## config.mk

```make
export PLATFORM = sky130hd
export DESIGN_NAME = instr_fetch_unit
export DESIGN_NICKNAME = d
export VERILOG_FILES = /design/src/rtl/ifu_pkg.sv /design/src/rtl/ifu_fifo.sv /design/src/rtl/instr_fetch_unit.sv
export SDC_FILE = /design/constraint.sdc
export NUM_CORES = 1
export LEC_CHECK = 0
export ABC_AREA = 1
export BUFFER_PORTS_ARGS = -buffer_cell sky130_fd_sc_hd__buf_2
export CORE_MARGIN = 2
export CORE_UTILIZATION = 51
export DETAILED_ROUTE_END_ITERATION = 6
export PLACE_DENSITY = 0.75
export SLEW_MARGIN = 5
export SYNTH_ARGS = -nofsm -noshare
export SYNTH_HDL_FRONTEND = slang
export SYNTH_SLANG_ARGS = --single-unit
```

## constraint.sdc

```tcl
create_clock -name clk_i -period 3.7 [get_ports clk_i]
set_input_delay 0.555 -clock clk_i [delete_from_list [all_inputs] [get_ports clk_i]]
set_output_delay 0.555 -clock clk_i [all_outputs]
set_load 0.01 [all_outputs]
```

## src/rtl/ifu_pkg.sv

```systemverilog
// ---------------------------------------------------------------------------
// ifu_pkg
// Shared definitions for the instruction fetch unit: default widths, the
// reset PC, the sequential fetch step, the fetch FSM state type and the
// {pc, instr} entry stored in the fetch buffer.
// No ports (package).
// ---------------------------------------------------------------------------
package ifu_pkg;

    localparam int          ADDR_W   = 32;
    localparam int          INSTR_W  = 32;
    localparam logic [31:0] RESET_PC = 32'h0000_0000;
    localparam int          PC_STEP  = 4;

    typedef enum logic [0:0] {
        IDLE  = 1'b0,
        FETCH = 1'b1
    } ifu_state_t;

    typedef struct packed {
        logic [ADDR_W-1:0]  pc;
        logic [INSTR_W-1:0] instr;
    } fetch_entry_t;

endpackage

```

## src/rtl/ifu_fifo.sv

```systemverilog
// ---------------------------------------------------------------------------
// ifu_fifo
// Small synchronous FIFO holding fetched {pc, instr} entries. The head entry
// is presented from a register so decode sees stable outputs; when the FIFO
// runs empty the head register keeps its last value. Flush empties the FIFO
// and dominates push and pop.
//
// Ports:
//   clk        in   clock, rising edge
//   rst_n      in   asynchronous active-low reset
//   push       in   write push_data (accepted when not full, or full with pop)
//   pop        in   remove head (ignored when empty)
//   flush      in   discard all entries
//   push_data  in   entry to write
//   head       out  registered head entry
//   valid      out  FIFO holds at least one entry
//   full       out  FIFO holds DEPTH entries
//   empty      out  FIFO holds no entries
// ---------------------------------------------------------------------------
module ifu_fifo
    import ifu_pkg::*;
#(
    parameter int  DEPTH   = 2,
    parameter type entry_t = fetch_entry_t
) (
    input  logic   clk,
    input  logic   rst_n,
    input  logic   push,
    input  logic   pop,
    input  logic   flush,
    input  entry_t push_data,
    output entry_t head,
    output logic   valid,
    output logic   full,
    output logic   empty
);

    localparam int PTR_W = (DEPTH > 1) ? $clog2(DEPTH) : 1;
    localparam int CNT_W = $clog2(DEPTH) + 1;

    entry_t             mem [DEPTH];
    logic [PTR_W-1:0]   rd_ptr;
    logic [PTR_W-1:0]   wr_ptr;
    logic [PTR_W-1:0]   rd_ptr_next;
    logic [CNT_W-1:0]   count;
    logic [CNT_W-1:0]   count_next;
    logic               do_push;
    logic               do_pop;
    entry_t             head_next;

    assign empty = (count == '0);
    assign full  = (count == CNT_W'(DEPTH));
    assign valid = !empty;

    // A pop frees a slot in the same cycle, so a full FIFO can still accept
    // a push alongside a pop.
    assign do_pop  = pop && !empty && !flush;
    assign do_push = push && (!full || do_pop) && !flush;

    // DEPTH is a power of two, so the pointers wrap naturally.
    assign rd_ptr_next = do_pop ? rd_ptr + PTR_W'(1) : rd_ptr;

    always_comb begin
        count_next = count;
        if (flush) begin
            count_next = '0;
        end else if (do_push && !do_pop) begin
            count_next = count + CNT_W'(1);
        end else if (do_pop && !do_push) begin
            count_next = count - CNT_W'(1);
        end
    end

    // The next head is either an existing entry or, when the FIFO is (or
    // becomes) empty, the entry being written this cycle. An empty FIFO
    // keeps the previous head value.
    always_comb begin
        head_next = head;
        if (count_next != '0) begin
            if (do_push && (wr_ptr == rd_ptr_next)) begin
                head_next = push_data;
            end else begin
                head_next = mem[rd_ptr_next];
            end
        end
    end

    // Storage array; only slots between rd_ptr and wr_ptr are ever read.
    always_ff @(posedge clk) begin
        if (do_push) begin
            mem[wr_ptr] <= push_data;
        end
    end

    // Pointers, occupancy and the registered head.
    always_ff @(posedge clk or negedge rst_n) begin
        if (!rst_n) begin
            rd_ptr <= '0;
            wr_ptr <= '0;
            count  <= '0;
            head   <= '0;
        end else begin
            count <= count_next;
            head  <= head_next;
            if (flush) begin
                rd_ptr <= '0;
                wr_ptr <= '0;
            end else begin
                rd_ptr <= rd_ptr_next;
                if (do_push) begin
                    wr_ptr <= wr_ptr + PTR_W'(1);
                end
            end
        end
    end

endmodule

```

## src/rtl/instr_fetch_unit.sv

```systemverilog
// ---------------------------------------------------------------------------
// instr_fetch_unit
// Initiator side of the instruction-memory interface. Drives the word-aligned
// fetch PC to memory, captures the combinationally returned instruction,
// buffers {pc, instr} pairs in ifu_fifo and offers them to decode over a
// valid/ready handshake. Supports backpressure stalls, branch redirect with
// flush, and run/idle via enable_i.
//
// Ports:
//   clk_i          in   clock, rising edge
//   rst_i          in   asynchronous active-low reset
//   enable_i       in   fetch permitted when high
//   addr_o         out  fetch address (always equals the fetch PC)
//   instr_i        in   instruction returned for addr_o
//   redirect_i     in   one-cycle redirect strobe
//   redirect_pc_i  in   redirect target (low two bits ignored)
//   instr_valid_o  out  head entry valid
//   instr_ready_i  in   decode accepts head
//   instr_o        out  head instruction
//   pc_o           out  head PC
//   fetch_cnt_o    out  pushes performed          (IFU_PERF_CNT_EN only)
//   stall_cnt_o    out  full, no-pop FETCH cycles (IFU_PERF_CNT_EN only)
//
// Build option: define IFU_PERF_CNT_EN to add the performance counters.
// ---------------------------------------------------------------------------
module instr_fetch_unit #(
    parameter int                ADDR_W     = ifu_pkg::ADDR_W,
    parameter int                INSTR_W    = ifu_pkg::INSTR_W,
    parameter logic [ADDR_W-1:0] RESET_PC   = ADDR_W'(ifu_pkg::RESET_PC),
    parameter int                FIFO_DEPTH = 2
) (
    input  logic               clk_i,
    input  logic               rst_i,
    input  logic               enable_i,
    output logic [ADDR_W-1:0]  addr_o,
    input  logic [INSTR_W-1:0] instr_i,
    input  logic               redirect_i,
    input  logic [ADDR_W-1:0]  redirect_pc_i,
    output logic               instr_valid_o,
    input  logic               instr_ready_i,
    output logic [INSTR_W-1:0] instr_o,
    output logic [ADDR_W-1:0]  pc_o
`ifdef IFU_PERF_CNT_EN
    ,
    output logic [31:0]        fetch_cnt_o,
    output logic [31:0]        stall_cnt_o
`endif
);

    import ifu_pkg::*;

    // Entry type sized by this instance's parameters.
    typedef struct packed {
        logic [ADDR_W-1:0]  pc;
        logic [INSTR_W-1:0] instr;
    } entry_t;

    ifu_state_t         state;
    ifu_state_t         state_next;
    logic [ADDR_W-1:0]  fetch_pc;
    logic [ADDR_W-1:0]  redirect_target;
    logic               fifo_full;
    logic               fifo_empty;
    logic               pop;
    logic               push;
    entry_t             push_entry;
    entry_t             head;

    assign addr_o          = fetch_pc;
    assign redirect_target = redirect_pc_i & ~ADDR_W'(3);

    assign pop  = instr_valid_o && instr_ready_i;
    // Redirect cancels the push; the target is fetched the following cycle.
    assign push = (state == FETCH) && !redirect_i && (!fifo_full || pop);

    assign push_entry.pc    = fetch_pc;
    assign push_entry.instr = instr_i;

    assign instr_o = head.instr;
    assign pc_o    = head.pc;

    // Run/idle follows enable_i directly; PC and buffer survive IDLE.
    always_comb begin
        state_next = enable_i ? FETCH : IDLE;
    end

    always_ff @(posedge clk_i or negedge rst_i) begin
        if (!rst_i) begin
            state <= IDLE;
        end else begin
            state <= state_next;
        end
    end

    // Fetch PC: redirect wins, otherwise advance by one word on every push.
    always_ff @(posedge clk_i or negedge rst_i) begin
        if (!rst_i) begin
            fetch_pc <= RESET_PC;
        end else if (redirect_i) begin
            fetch_pc <= redirect_target;
        end else if (push) begin
            fetch_pc <= fetch_pc + ADDR_W'(PC_STEP);
        end
    end

    ifu_fifo #(
        .DEPTH   (FIFO_DEPTH),
        .entry_t (entry_t)
    ) u_fifo (
        .clk       (clk_i),
        .rst_n     (rst_i),
        .push      (push),
        .pop       (pop),
        .flush     (redirect_i),
        .push_data (push_entry),
        .head      (head),
        .valid     (instr_valid_o),
        .full      (fifo_full),
        .empty     (fifo_empty)
    );

`ifdef IFU_PERF_CNT_EN
    logic stall;

    assign stall = (state == FETCH) && fifo_full && !pop;

    // Free-running counters; redirect does not clear them.
    always_ff @(posedge clk_i or negedge rst_i) begin
        if (!rst_i) begin
            fetch_cnt_o <= '0;
            stall_cnt_o <= '0;
        end else begin
            if (push) begin
                fetch_cnt_o <= fetch_cnt_o + 32'd1;
            end
            if (stall) begin
                stall_cnt_o <= stall_cnt_o + 32'd1;
            end
        end
    end
`endif

    // Emptiness is already carried by instr_valid_o.
    logic unused_empty;
    assign unused_empty = fifo_empty;

endmodule

```

==> impl_results.md <==
- Run status: finished clean
- Post-DP Area: about 11000 µm²
- Int Pwr: 5.00 mW
- First DRT Iteration DRCs: between 600 and 700
- DIE WIDTH: 146 µm
- YS warnings: 0
- Crit path setup slack, layout: approximately 1.3 ns
- Clk_lat worst skew: 0.51 ns
- Switching part of the total: between 30% and 40%
- Routed vias/inst: 5.19
- Flops & latches, synth: between 200 and 250
- Uppermost layer routed: met4
- Highest clock rate: about 0.41 GHz
- RSZ-0062 raised after global routing: no
- Final worst-path cycle share: 65.7%
- Root Buffer: clkbuf_16
- Worst Setup SP: u_fifo.count[0]
- Mapped Cells: between 1k and 1.5k
- Area Growth Syn to Fin: 16.7%
- Area of the multi-input gates: approximately 3300 µm²
- Fin. max-slew vios: 0
- First-pass GRT wire length: 41.2 mm
- Comb pwr share: 22.8%
- Routed Antenna Nets: 0
- DP Worst Slack: 0.848 ns
- Worst reg2reg path startpoint: u_fifo.count[0]
- Metal-1 WL: 11.1 mm
- Clock share of power: around a third
- Total of max-cap violations: 0
- Part of the Yosys area used for sequential elements: roughly three fifths
- Total global routing overflow: 0
- Largest net degree at the start of global routing: about 130
- H-tree lvl count: 1
- Port bufs: between 150 and 200
- Via count: 8253
- Post-layout net count: roughly 1.4k
- Critical Path End Type: flop
- Period minus WS final: 2.43 ns
- Max Root-Sink Buffers: 3
- Diodes inserted: 0
- DRC: 0
- Initial Util: a little over 50%
- Critical setup path kind: flop to flop
- Setup Buffers After CTS: 0
- Vias in the first global route: 7957
- Die H: between 100 and 150 µm
- WP data required: between 4 and 5 ns
- Pre-antenna DRT Iters: 7
- Critical Path Start Type: flop
- Core box area: ~20000 µm²
- Switch Pwr: about 2.3 mW
- Reg-to-reg slack, setup: ~1.3 ns
- Post-Syn Area: around 10000 µm²
- Register area: a little over 6000 µm²
- Met3 wire len: between 2 and 2.5 mm
- Worst vdd rail ir drop: between 0.0002 and 0.0003 V
- Setup violators final: 0
- CTS Hold Bufs: 0
- WL per Instance: about 16 µm
- Die area: between 20000 and 25000 µm²
- Share of cells above drive strength 1: roughly 17%
- Routed WL: about 26 mm
- Core Util, Final: between 60% and 70%
- Routability Congestion: slightly below 0.9
- Worst Tran Pin Value: around 0.95 ns
- Cells on worst reg2reg path: 11
- Number of fill cells: 1752
- Initial antenna violation count: 0
- Pwr dens: around 600 nW/µm²
- CTS sink cnt: approximately 220
- Critical path arrival: roughly 2.8 ns
- Mean post-synth cell area: slightly below 9 µm²
- Num rows: 52
- DP HPWL: about 16 mm
- # resized after CTS: 0
- CTS tree: done
- Worst Path Max Fanout: 33
- Leak: roughly 5.8 nW
- Hold violation count in the final report: 0
- Ports: ~170
- Clock transition at path regs: 0.06 ns
- Number of CTS-inserted buffers: 23
- Reg power frac: between 40% and 50%
- Setup_tns: 0 ns
- Final worst hold slack: just over 0.09 ns
- Hold Path Class: primary input to async pin
- Slew HR: between 30% and 40%
- Layout Skew: approximately 0.017 ns
- Worst flop-to-flop path endpoint: u_fifo.head[16]
- Netlist cell types: 32
- Final instance area: roughly 12000 µm²
- Gr usage total: 24.0%
- Met2 Routed Length: around 12 mm
-- final cells by class --
type | instances | area share [%]
inverters | 155 | 4.87
well taps | 270 | 2.81
repair buffers | 173 | 7.81
clock inverters | 12 | 1.12
flip-flops and latches | 221 | 51.1
multi-input cells | 731 | 27.3
clock buffers | 29 | 5.05
-- registers in the layout (all words and copies together), names as in the netlist --
register and cells:
u_fifo.wr_ptr 1, u_fifo.rd_ptr 1, u_fifo.head 62, state 1
addr_o 30, u_fifo.mem 124, u_fifo.count 2
-- power by group through the flow --
stage	Clock, mW	Combinational, mW	Sequential [mW]
floorplan	0	0.826	3.48
global placement	0	1.62	3.33
detailed placement	0	1.66	3.36
CTS	2.33	1.67	3.31
global route	2.42	1.85	3.36
finish	2.29	1.65	3.31
-- cells by family after synthesis --
group | share of synthesized area (%)
AND/OR/NAND/NOR | 25.4
flip-flops | 59.6
buffers and inverters | 8.92
AO/OA/AOI/OAI | 4.99
XOR/XNOR | 0.679
adder cells (fa/ha/maj) | 0.364
other | 0.0363
-- worst max-delay path, stage by stage (launching register included) --
cell and delay (ns):
dfrtp_1 0.34, inv_1 0.07, ha_1 0.23, inv_2 0.11
nand3_2 0.10, nand2_2 0.11, nand3_1 0.09, nand2_2 0.58
buf_4 0.36, nand3_1 0.10, nand3_1 0.14, nand2_1 0.06
-- placed cells by master, fill, tap and decap left out, types with 4 or more instances in the layout --
master	Yosys	final
buf_2	36	158
buf_4	4	12
clkbuf_1	6	5
clkbuf_16	0	23
clkinv_1	1	4
clkinv_2	0	5
conb_1	1	4
dfrtp_1	97	97
edfxtp_1	124	124
inv_1	149	149
nand2_1	398	397
nand3_1	165	165
nand3_2	4	4
nand4_1	6	6
nor2_1	31	29
nor3_1	12	12
o211ai_1	5	5
o21ai_0	18	18
o21ai_1	60	60
o221ai_1	5	5
xor2_1	7	7
-- metal layers --
layer  up-vias  global-route usage [%]
met2       336                    38.5
met4         0                    7.33
li1       4040                       -
met3        44                    4.22
met1      3833                    33.9
met5         -                       0
-- cell usage after synthesis, drive strengths merged --
library cell	instances	share of area, %
clkinv	1	0.036
xnor2	1	0.085
conb	1	0.036
ha	3	0.36
a31oi	2	0.12
nor3	12	0.58
o21bai	3	0.22
inv	154	5.6
dfrtp	97	24
buf	51	3.0
nor2	33	1.2
a31o	1	0.085
nand2	401	15
o211ai	5	0.36
nand3	169	8.4
xor2	7	0.59
clkbuf	6	0.22
o21ai	78	3.8
o221ai	5	0.42
edfxtp	124	36
nand4	7	0.48
-- worst max-delay path by stage --
stage                  endpoint  slack [ns]  cells past startpoint
6_report        u_fifo.head[16]        1.27                     11
5_1_grt         u_fifo.head[15]        1.06                     11
4_1_cts         u_fifo.head[15]        1.30                     11
3_5_place_dp    u_fifo.head[15]        0.85                      9
3_3_place_gp    u_fifo.head[15]        0.93                      9
2_1_floorplan  u_fifo.mem[0][0]        0.55                      8
-- metrics by stage --
stage | std cells | power, mW
after CTS | 1591 | 7.31
after detailed placement | 1550 | 5.02
after global routing | 1591 | 7.63
after floorplan | 1164 | 4.31
after global placement | 1550 | 4.96
final | 1591 | 7.26
Power figures use the tool's default switching activity.
